==> src/rtl/multibyte_add_seq.sv <==
// Multi-byte add/subtract sequencer: drives one external 8-bit ripple-carry adder
// one byte per clock (LSB first), chaining the carry through a register.
module multibyte_add_seq #(
    parameter int BYTES = 4
) (
    input  logic             iClk,
    input  logic             iRst,
    input  logic             iStart,
    input  logic             iSub,
    input  logic [8*BYTES-1:0] iA,
    input  logic [8*BYTES-1:0] iB,
    output logic             oBusy,
    output logic             oDone,
    output logic [8*BYTES-1:0] oSum,
    output logic             oCarry,
    output logic             oOverflow,
    output logic [7:0]       oAdd_a,
    output logic [7:0]       oAdd_b,
    output logic             oAdd_c,
    input  logic [7:0]       iAdd_s,
    input  logic             iAdd_c
);

    localparam int W    = 8 * BYTES;
    localparam int IW   = $clog2(BYTES);
    localparam logic [IW-1:0] LAST_IDX = IW'(BYTES - 1);

    typedef enum logic [1:0] {
        ST_IDLE,
        ST_RUN,
        ST_DONE
    } state_t;

    state_t         state_q, state_d;
    logic [W-1:0]   a_q, a_d;
    logic [W-1:0]   b_q, b_d;
    logic           c_q, c_d;
    logic [IW-1:0]  idx_q, idx_d;
    // Lower result bytes collect here so oSum only moves on the final byte.
    logic [W-9:0]   acc_q, acc_d;
    logic [W-1:0]   sum_q, sum_d;
    logic           carry_q, carry_d;
    logic           ovf_q, ovf_d;
    logic           busy_q, busy_d;
    logic           done_q, done_d;

    always_comb begin
        // NOTE: every signal gets a default first so no path leaves it unassigned (no latches).
        state_d = state_q;
        a_d     = a_q;
        b_d     = b_q;
        c_d     = c_q;
        idx_d   = idx_q;
        acc_d   = acc_q;
        sum_d   = sum_q;
        carry_d = carry_q;
        ovf_d   = ovf_q;

        unique case (state_q)
            ST_IDLE: begin
                if (iStart) begin
                    a_d     = iA;
                    b_d     = iSub ? ~iB : iB;
                    c_d     = iSub;
                    idx_d   = '0;
                    state_d = ST_RUN;
                end
            end
            ST_RUN: begin
                c_d = iAdd_c;
                if (idx_q == LAST_IDX) begin
                    sum_d   = {iAdd_s, acc_q};
                    carry_d = iAdd_c;
                    ovf_d   = (a_q[W-1] == b_q[W-1]) && (iAdd_s[7] != a_q[W-1]);
                    state_d = ST_DONE;
                end else begin
                    for (int i = 0; i < BYTES - 1; i++) begin
                        if (idx_q == IW'(i)) begin
                            acc_d[8*i +: 8] = iAdd_s;
                        end
                    end
                    idx_d = idx_q + 1'b1;
                end
            end
            ST_DONE: begin
                state_d = ST_IDLE;
            end
            default: begin
                state_d = ST_IDLE;
            end
        endcase

        busy_d = (state_d == ST_RUN);
        done_d = (state_d == ST_DONE);
    end

    always_ff @(posedge iClk) begin
        // NOTE: non-blocking assignments so every flop samples the pre-edge values.
        if (iRst) begin
            state_q <= ST_IDLE;
            a_q     <= '0;
            b_q     <= '0;
            c_q     <= 1'b0;
            idx_q   <= '0;
            acc_q   <= '0;
            sum_q   <= '0;
            carry_q <= 1'b0;
            ovf_q   <= 1'b0;
            busy_q  <= 1'b0;
            done_q  <= 1'b0;
        end else begin
            state_q <= state_d;
            a_q     <= a_d;
            b_q     <= b_d;
            c_q     <= c_d;
            idx_q   <= idx_d;
            acc_q   <= acc_d;
            sum_q   <= sum_d;
            carry_q <= carry_d;
            ovf_q   <= ovf_d;
            busy_q  <= busy_d;
            done_q  <= done_d;
        end
    end

    // Adder operands are combinational from the registered state, zero outside RUN.
    always_comb begin
        oAdd_a = '0;
        oAdd_b = '0;
        oAdd_c = 1'b0;
        if (state_q == ST_RUN) begin
            oAdd_a = a_q[8*idx_q +: 8];
            oAdd_b = b_q[8*idx_q +: 8];
            oAdd_c = c_q;
        end
    end

    assign oBusy     = busy_q;
    assign oDone     = done_q;
    assign oSum      = sum_q;
    assign oCarry    = carry_q;
    assign oOverflow = ovf_q;

endmodule
==> config.mk <==
export PLATFORM = sky130hd
export DESIGN_NAME = multibyte_add_seq
export DESIGN_NICKNAME = d
export VERILOG_FILES = /design/src/rtl/multibyte_add_seq.sv
export SDC_FILE = /design/constraint.sdc
export NUM_CORES = 1
export LEC_CHECK = 0
export BUFFER_PORTS_ARGS = -buffer_cell sky130_fd_sc_hd__buf_2
export CELL_PAD_IN_SITES_DETAIL_PLACEMENT = 0
export CELL_PAD_IN_SITES_GLOBAL_PLACEMENT = 1
export CORE_MARGIN = 2
export CORE_UTILIZATION = 40
export CTS_BUF_LIST = sky130_fd_sc_hd__clkbuf_4
export CTS_CLUSTER_DIAMETER = 120
export DETAILED_ROUTE_END_ITERATION = 16
export PLACE_DENSITY = 0.8
export SYNTH_ARGS = -nofsm -noshare
export SYNTH_HDL_FRONTEND = slang
export SYNTH_SLANG_ARGS = --single-unit
==> constraint.sdc <==
create_clock -name iClk -period 3.6 [get_ports iClk]
set_input_delay 0.18 -clock iClk [delete_from_list [all_inputs] [get_ports iClk]]
set_output_delay 0.18 -clock iClk [all_outputs]
set_load 0.02 [all_outputs]
==> impl_results.md, run 1 <==
- Run status: finished, final reports clean
- Final core utilization: 0.535
- Initial core utilization: 0.406
- Final cycle utilization of the critical path: 0.732
- Clock slew at reported path FFs: 100 ps
- Cell taking the most area after synthesis: dfxtp_1
- Crit path depth: 4
- Setup-failing EPs final: 0
- Die area: 14,300 µm²
- Cells after synthesis: 582
- Top cells by area, synth: dfxtp_1 48%, nand2_1 9.2%, mux4_2 6.8%, a21oi_1 6.3%, xnor2_1 5.3%
- Final #Nets: 844
- First-pass iteration count of the detailed router: 6
- MaxCap Viol Count: 0
- Compound-cell area share of the yosys netlist: 0.116
- Adder-Cell Fraction of Synth Area: 0.00939
- Clock sink count: 129
- XOR/XNOR share of the synthesized area: 0.0526
- Routed Antenna Nets: 0
- Crit-path max cell delay: 750 ps
- Diodes inserted: 0
- Row cnt: 42
- Distinct cell type count after synthesis: 29
- Routed vias/inst: 4.83
- Seq cells post-synth: 129
- Post-synthesis mux area share: 0.113
- Total CTS buffers: 17
- Postcts setup bufs: 0
- Number of global-route vias before repair: 4,569
- Crit path max-delay family: flip-flops
- Post-Route Skew: 12.9 ps
- Worst Hold Depth: 3
- Crit path DAT: 2460 ps
- Initial DRC Count: 224
- Commonest non-fill, non-tap cell in the layout: nand2_1
- Leak: 2.97 nW
- Final Critical Period: 2640 ps
- Area share of the largest cell type after synthesis: 0.485
- Core Region: 13,100 µm²
- Req. time, crit path: 3420 ps
- RSZ-0062 raised after global routing: false
- H-tree depth: 4
- DRC errors left: 0
- First-pass GRT wire length: 21,900 µm
- Syn_nets: 663
- Detailed Route WL: 13,400 µm
- Synth Area in Simple Gates: 0.175
- Least-Margin Pin Slew: 913 ps
- CP max FO: 12
- Setup ws final: 964 ps
- Largest net degree at the start of global routing: 90
- Initial antenna violation count: 0
- Final Hold Vio Count: 0
- GRT Total Usage: 0.194
- Crit end category: primary output
- Pwr/cell area: 416 nW/µm²
- DP Area: 6010 µm²
- I/O pins: 130
- Reg2reg path depth: 5
- Place WS: 1350 ps
- Die width: 119 µm
- RePlAce Congestion: 0.759
- Cell Chain, Critical Path: buf_4, mux4_2, nor2b_1, buf_2
- Pwr Total: 2.93 mW
- Commonest cells after routing, fill and taps aside: 131 x nand2_1, 129 x dfxtp_1, 128 x buf_2, 73 x dlygate4sd3_1, 67 x a21oi_1
- Crit path buf inv count: 2
- Slew HR: 0.391
- Max-slew violations: 0
- Root buf cell: clkbuf_4
- Register area share after synthesis: 0.485
- Post-route cell area: 7030 µm²
- HPWL after DPL: 8600 µm
- Fmax: 0.379 GHz
- VDD IR-drop max: 0.226 mV
- Routed len/inst: 14.1 µm
- CP max-delay cell: dfxtp_1
- CP Class: reg2out
- HP Class: in2reg
- P&R area growth vs syn: 31.9%
- CP Launch Type: flop
- Setup TNS: 0 ps
- Die Span Y: 119 µm
- Port bufs: 129
- CTS resizes: 0
- Share of layout cells above drive strength 1: 0.240
- Vias: 4,597
- Synth warn: 0
- Gr ovfl total: 0
- Mapped Area: 5330 µm²
- Maximum clock path buffer count: 2
- Largest family of logic cells by synthesized area: simple AND/OR/NAND/NOR gates
- CTS tree: yes
- Syn_area_per_cell: 9.15 µm²
- Worst-skew pair later-pin latency: 500 ps
[report_power, final]
part | total (mW) | internal [mW] | leakage (nW) | switching (mW)
clock | 0.980 | 0.485 | 0.151 | 0.496
sequential | 1.54 | 1.49 | 1.05 | 0.0438
combinational | 0.407 | 0.211 | 1.76 | 0.196
total | 2.93 | 2.19 | 2.97 | 0.735
[repair_timing]
| action | 4_1_cts | 5_1_grt |
|---|---|---|
| hold buffers | 73 | 0 |
| hold endpoints to repair | 97 | 0 |
| setup endpoints to repair | 0 | 0 |
[area by class of cell]
type / count / area [µm²]
sequential: 129 / 2580
clock inverter: 13 / 144
timing repair buffer: 211 / 1450
multi-input combinational: 401 / 2480
clock buffer: 19 / 143
inverter: 3 / 11.3
tap: 176 / 220
fill: 1231 / 6110
[per-stage QoR]
stage	instances	hold WS, ps
detailed placement	847	427
floorplan	582	316
finish	952	104
global route	952	38.7
CTS	952	50.5
global placement	847	427
[routing by layer]
metal,global-route usage,vias up,wire (µm)
met2,0.325,114,6490
li1,-,2315,-
met1,0.243,2155,6060
met4,0.0640,0,193
met5,0,-,0
met3,0.0493,13,662
[worst min-delay path, stage by stage]
cell and delay, ps:
buf_2 110, or3b_1 200, a21oi_1 70
[path summary, 6_finish.rpt]
kind,start,endpoint,slack [ps]
worst max-delay path,idx_q[0]$_SDFFE_PP0P_,oAdd_a[7],960
worst min-delay path,iStart,state_q[0]$_SDFF_PP0_,100
worst max register to register,idx_q[0]$_SDFFE_PP0P_,oSum[16]$_SDFFE_PP0P_,1370
worst min register to register,acc_q[15]$_SDFFE_PP0P_,oSum[15]$_SDFFE_PP0P_,460
[cells in the mapped netlist]
master / number
o32ai_1: 1
nor2_1: 61
mux2i_1: 24
buf_6: 4
buf_1: 1
a21oi_1: 67
or3_1: 1
xnor2_1: 32
ha_1: 4
and3b_1: 1
o31ai_1: 1
or3b_2: 1
or3b_4: 1
nand2b_1: 2
dfxtp_1: 129
o21bai_1: 1
nor3b_4: 1
clkbuf_2: 1
buf_4: 1
mux4_2: 16
or3b_1: 1
clkbuf_1: 15
nor2b_1: 16
nand3b_1: 5
inv_1: 3
a311oi_1: 2
nand2_1: 131
a211oi_1: 32
buf_2: 27
[state kept, by name, summed over array words and instances (netlist names)]
register / cells
idx_q: 2
oBusy: 1
c_q: 1
acc_q: 24
oOverflow: 1
a_q: 32
oDone: 1
b_q: 32
state_q: 2
oCarry: 1
oSum: 32
[kinds of logic after synthesis]
logic type | Yosys count
adder cells (fa/ha/maj) | 4
flip-flops | 129
XOR/XNOR | 32
buffers and inverters | 52
AND/OR/NAND/NOR | 221
multiplexers | 40
AO/OA/AOI/OAI | 104
(Power assumes the default switching activity.)
==> inputs of run 2 (changes only) <==
--- a/config.mk
+++ b/config.mk
@@ -5,15 +5,16 @@
 export SDC_FILE = /design/constraint.sdc
 export NUM_CORES = 1
 export LEC_CHECK = 0
+export ABC_AREA = 1
 export BUFFER_PORTS_ARGS = -buffer_cell sky130_fd_sc_hd__buf_2
 export CELL_PAD_IN_SITES_DETAIL_PLACEMENT = 0
 export CELL_PAD_IN_SITES_GLOBAL_PLACEMENT = 1
 export CORE_MARGIN = 2
-export CORE_UTILIZATION = 40
+export CORE_UTILIZATION = 39
 export CTS_BUF_LIST = sky130_fd_sc_hd__clkbuf_4
 export CTS_CLUSTER_DIAMETER = 120
 export DETAILED_ROUTE_END_ITERATION = 16
-export PLACE_DENSITY = 0.8
+export PLACE_DENSITY = 0.83
 export SYNTH_ARGS = -nofsm -noshare
 export SYNTH_HDL_FRONTEND = slang
 export SYNTH_SLANG_ARGS = --single-unit
==> constraint.sdc (replaced) <==
create_clock -name iClk -period 2.7 [get_ports iClk]
set_input_delay 0.135 -clock iClk [delete_from_list [all_inputs] [get_ports iClk]]
set_output_delay 0.135 -clock iClk [all_outputs]
set_load 0.02 [all_outputs]
==> impl_results.md, run 2 <==
- Post-synth EDFFs: 0
- Final non-filler cell total: 1,302
- Seq cells post-synth: 129
- Pwr Total: 4.24 mW
- Detailed Route WL: 15,700 µm
- Initial antenna violation count: 1
- Register area share after synthesis: 0.439
- Final Hold Vio Count: 0
- P&R area growth vs syn: 30.1%
- Die area: 16,100 µm²
- Final core utilization: 0.523
- Top cells by area, synth: dfxtp_1 44%, nand2_1 22%, nor2_1 11%, a21oi_1 5.2%, inv_1 5.0%
- Cell taking the most area after synthesis: dfxtp_1
- First-pass iteration count of the detailed router: 5
- DRC errors left: 0
- Gr busiest metal: met2
- Grt met2 use: 0.327
- GRT Total Usage: 0.197
- Post-route cell area: 7660 µm²
- Clock slew at reported path FFs: 120 ps
- H-tree depth: 4
- CP max FO: 13
- Min-delay src: iRst
- CP Class: reg2out
- Die Span Y: 127 µm
- HP Class: in2reg
- Grt met1 use: 0.260
- Slew HR: 0.407
- Number of global-route vias before repair: 5,529
- Gr ovfl total: 0
- Final cycle utilization of the critical path: 0.862
- Worst hold slack: 149 ps
- Met3 Usage GRT: 0.0447
- I/O pins: 130
- DP Area: 6590 µm²
- Cts hold-fix bufs: 74
- Fmax: 0.429 GHz
- Port bufs: 129
- Row cnt: 44
- Initial DRC Count: 320
- CTS tree: yes
- Largest net degree at the start of global routing: 84
- # placed instances: 1,195
- First-pass GRT wire length: 25,700 µm
- Mapped Area: 5890 µm²
- CP max-delay cell: dfxtp_1
- Syn_nets: 1,004
- Critical Path Sink: oAdd_a[7]
- Reg2reg start: state_q[0]$_SDFF_PP0_
- Initial core utilization: 0.402
- Crit path from: state_q[0]$_SDFF_PP0_
- Post-synth top cells: 342 x nand2_1, 175 x nor2_1, 129 x dfxtp_1
- Die width: 127 µm
- Least-Margin Pin Slew: 888 ps
- Setup TNS: 0 ps
- Routed vias/inst: 4.53
- Post-Route Skew: 14.3 ps
- Reg2reg path depth: 7
- Setup ws final: 371 ps
- Maximum clock path buffer count: 2
- MaxCap Viol Count: 0
- Area share of the largest cell type after synthesis: 0.439
- CP Launch Type: flop
- Crit end category: primary output
- Vias: 5,895
- CTS resizes: 0
- FF-to-FF End: b_q[3]$_SDFFE_PP0P_
- Final #Nets: 1,185
- Syn_area_per_cell: 6.38 µm²
- Worst-skew pair later-pin latency: 530 ps
- Post-synthesis async set-or-reset flop share: 0
- Req. time, crit path: 2570 ps
- Root buf cell: clkbuf_4
- Distinct cell type count after synthesis: 18
- RePlAce Congestion: 0.803
- Routed Antenna Nets: 0
- Cells after synthesis: 923
- Clock sink count: 129
- HPWL after DPL: 10,100 µm
- Routed len/inst: 12.1 µm
- Run status: finished, final reports clean
- VDD IR-drop max: 0.254 mV
- Max-slew violations: 0
- Setup-failing EPs final: 0
- Cell Chain, Critical Path: nand2_1, buf_4, a21oi_1, buf_2
- Postcts setup bufs: 0
- Most common cell in the synthesized netlist: nand2_1
- Final Critical Period: 2330 ps
- Crit path DAT: 2190 ps
- Commonest non-fill, non-tap cell in the layout: nand2_1
- Share of layout cells above drive strength 1: 0.162
- Main synth FF type: dfxtp_1
- Reg2Reg Setup Slack: 740 ps
- RSZ-0062 raised after global routing: false
- Total CTS buffers: 17
- Leak: 3.78 nW
- Commonest cells after routing, fill and taps aside: 342 x nand2_1, 175 x nor2_1, 129 x dfxtp_1, 129 x buf_2, 77 x inv_1
- Crit-path max cell delay: 500 ps
- Pwr/cell area: 554 nW/µm²
- Core Region: 14,600 µm²
- Synth warn: 0
- Place WS: 731 ps
==> run 2: cell count changes in the layout (fill, tap and decap cells not counted), moves of 16 or more <==
cell	previous run	this run
a211oi_1	32	0
inv_1	3	77
mux2i_1	24	0
mux4_2	16	0
nand2_1	131	342
nand3_1	0	21
nor2_1	61	175
nor2b_1	16	0
o21ai_0	0	50
xnor2_1	32	0
==> run 2: final cells by class <==
class | count | area [µm²]
antenna | 2 | 5.00
clock buffer | 17 | 128
clock inverter | 14 | 191
fill | 1483 | 6990
inverter | 82 | 308
multi-input combinational | 659 | 2710
sequential | 129 | 2580
tap | 184 | 230
timing repair buffer | 215 | 1500
==> run 2: kinds of logic after synthesis <==
kind of cell / after synthesis / share of synthesized area
adders and majority gates: 4 / 0.00850
and+or+nand+nor: 544 / 0.358
DFF: 129 / 0.439
buffers and inverters: 135 / 0.101
AOI/OAI and AO/OA: 111 / 0.0944
==> run 2: how the worst min path moves through the flow <==
| stage | endpoint | slack (ps) | cells after the start |
|---|---|---|---|
| detailed placement | a_q[26]$_SDFFE_PP0P_ | 390 | 3 |
| global route | acc_q[0]$_SDFFE_PP0P_ | 150 | 5 |
| global placement | a_q[21]$_SDFFE_PP0P_ | 390 | 3 |
| floorplan | acc_q[0]$_SDFFE_PP0P_ | 270 | 2 |
| finish | acc_q[6]$_SDFFE_PP0P_ | 150 | 5 |
| CTS | b_q[12]$_SDFFE_PP0P_ | 120 | 5 |
==> run 2: worst max-delay path, delay by kind of cell, from the launching register on <==
kind	cells	cell delay [ps]
and+or+nand+nor	1	420
AOI/OAI and AO/OA	1	210
DFF	1	500
buffers and inverters	2	540
==> run 2: routing by layer <==
layer	vias to the layer above	wire length [µm]
met4	0	186
met1	2589	7700
met5	-	0
met3	19	722
li1	3160	-
met2	127	7100
==> run 2: report_power, final <==
| part | internal (mW) | total (mW) | leakage (nW) | switching (mW) |
|---|---|---|---|---|
| Combinational | 0.293 | 0.713 | 2.56 | 0.419 |
| Sequential | 2.01 | 2.07 | 1.06 | 0.0562 |
| Clock | 0.727 | 1.46 | 0.161 | 0.734 |
==> inputs of run 3 (changes only) <==
--- a/config.mk
+++ b/config.mk
@@ -10,11 +10,11 @@
 export CELL_PAD_IN_SITES_DETAIL_PLACEMENT = 0
 export CELL_PAD_IN_SITES_GLOBAL_PLACEMENT = 1
 export CORE_MARGIN = 2
-export CORE_UTILIZATION = 39
+export CORE_UTILIZATION = 30
 export CTS_BUF_LIST = sky130_fd_sc_hd__clkbuf_4
 export CTS_CLUSTER_DIAMETER = 120
 export DETAILED_ROUTE_END_ITERATION = 16
-export PLACE_DENSITY = 0.83
+export PLACE_DENSITY = 0.66
 export SYNTH_ARGS = -nofsm -noshare
 export SYNTH_HDL_FRONTEND = slang
 export SYNTH_SLANG_ARGS = --single-unit
==> impl_results.md, run 3 (synthesis results as in run 2) <==
- Die width: 144 µm
- RePlAce Congestion: 0.746
- CP max FO: 18
- Row cnt: 51
- Place WS: 891 ps
- Share of layout cells above drive strength 1: 0.160
- GRT Total Usage: 0.165
- CTS tree: yes
- HP Class: in2reg
- Gr ovfl total: 0
- Initial core utilization: 0.304
- Worst Hold Depth: 3
- Detailed Route WL: 16,700 µm
- Slew HR: 0.382
- HPWL after DPL: 10,600 µm
- Root buf cell: clkbuf_4
- Least-Margin Pin Slew: 925 ps
- Cell Chain, Critical Path: clkinv_1, buf_4, nor2_1, nand2_1, a21oi_1, buf_2
- DRC errors left: 0
- Fillers: 2,202
- Fmax: 0.456 GHz
- Area taken by multi-input logic gates: 2710 µm²
- Clock sink count: 129
- RSZ-0062 raised after global routing: false
- Pwr/cell area: 529 nW/µm²
- First-pass GRT wire length: 26,900 µm
- Leak: 3.75 nW
- Commonest non-fill, non-tap cell in the layout: nand2_1
- I/O pins: 130
- Max-slew violations: 0
- Routed len/inst: 12.1 µm
- Final #Nets: 1,184
- Run status: finished, final reports clean
- Routed Antenna Nets: 0
- Die Span Y: 144 µm
- Reg2Reg Setup Slack: 890 ps
- Final non-filler cell total: 1,382
- Post-Route Skew: 13.2 ps
- Port bufs: 129
- Crit end category: primary output
- Maximum clock path buffer count: 2
- Total area of sequential cells: 2580 µm²
- Reg2reg path depth: 7
- CP Launch Type: flop
- P&R area growth vs syn: 30.7%
- Crit-path max cell delay: 540 ps
- Core Region: 19,300 µm²
- Worst hold slack: 175 ps
- Largest net degree at the start of global routing: 97
- Crit path DAT: 2060 ps
- CP Class: reg2out
- VDD IR-drop max: 0.196 mV
- Final cycle utilization of the critical path: 0.813
- FF-to-FF End: b_q[6]$_SDFFE_PP0P_
- Number of global-route vias before repair: 5,379
- Vias: 5,870
- H-tree depth: 4
- Final Critical Period: 2190 ps
- Setup ws final: 506 ps
- Initial antenna violation count: 1
- Routed vias/inst: 4.25
- Die area: 20,800 µm²
- Reg2reg start: state_q[0]$_SDFF_PP0_
- Final Hold Vio Count: 0
- Setup TNS: 0 ps
- Worst Hold Path EP: oSum[4]$_SDFFE_PP0P_
- First-pass iteration count of the detailed router: 4
- Req. time, crit path: 2570 ps
- Worst-skew pair later-pin latency: 530 ps
- MaxCap Viol Count: 0
- Total CTS buffers: 17
- CP max-delay cell: dfxtp_1
- Initial DRC Count: 323
- Setup-failing EPs final: 0
- Commonest cells after routing, fill and taps aside: 342 x nand2_1, 175 x nor2_1, 129 x dfxtp_1, 129 x buf_2, 77 x inv_1
- Clock slew at reported path FFs: 120 ps
- # placed instances: 1,275
- Min-delay src: iRst
-- run 3: worst max-delay path by stage --
stage / startpoint / end / depth (start not counted)
2_1_floorplan: idx_q[1]$_SDFFE_PP0P_ / acc_q[5]$_SDFFE_PP0P_ / 9
3_3_place_gp: state_q[0]$_SDFF_PP0_ / b_q[6]$_SDFFE_PP0P_ / 7
3_5_place_dp: state_q[0]$_SDFF_PP0_ / b_q[6]$_SDFFE_PP0P_ / 7
4_1_cts: idx_q[1]$_SDFFE_PP0P_ / oAdd_a[7] / 6
5_1_grt: idx_q[1]$_SDFFE_PP0P_ / oAdd_b[7] / 6
6_report: idx_q[1]$_SDFFE_PP0P_ / oAdd_a[7] / 6
-- run 3: repair_timing --
| action | in CTS | in global routing |
|---|---|---|
| resized for setup | 0 | 0 |
| hold buffers | 74 | 0 |
| hold endpoints to repair | 98 | 0 |
| setup buffers | 0 | 0 |
-- run 3: cell type report --
| cell class | instances | area share |
|---|---|---|
| inverter | 82 | 0.0400 |
| antenna | 1 | 0.000325 |
| multi-input combinational | 659 | 0.352 |
| clock buffer | 18 | 0.0176 |
| sequential | 129 | 0.336 |
| clock inverter | 14 | 0.0185 |
| tap | 265 | 0.0431 |
| timing repair buffer | 214 | 0.193 |
-- run 3: routing by layer --
layer | share of wire | vias to the layer above | global-route usage
met3 | 0.032 | 13 | 0.0371
met1 | 0.50 | 2592 | 0.219
li1 | - | 3153 | -
met4 | 0.012 | 0 | 0.0475
met2 | 0.46 | 112 | 0.271
met5 | 0 | - | 0
-- run 3: critical path: cells and delay by family, from the launching register on --
| family | cells | cell delay, ps |
|---|---|---|
| AOI/OAI and AO/OA | 1 | 180 |
| buffers and inverters | 3 | 640 |
| DFF | 1 | 540 |
| and+or+nand+nor | 2 | 170 |
-- run 3: power breakdown --
part / internal, mW / switching [mW] / total [mW]
logic: 0.289 / 0.429 / 0.718
clock network: 0.554 / 0.733 / 1.29
registers: 2.01 / 0.0562 / 2.07
total: 2.85 / 1.22 / 4.07
-- run 3: per-stage QoR --
step / util / total power, mW / instance area, µm²
floorplan: - / 2.55 / 5890
global placement: 0.345 / 2.76 / 6670
detailed placement: 0.345 / 2.76 / 6670
CTS: 0.398 / 4.15 / 7690
global route: 0.398 / 4.34 / 7690
finish: 0.398 / 4.07 / 7690
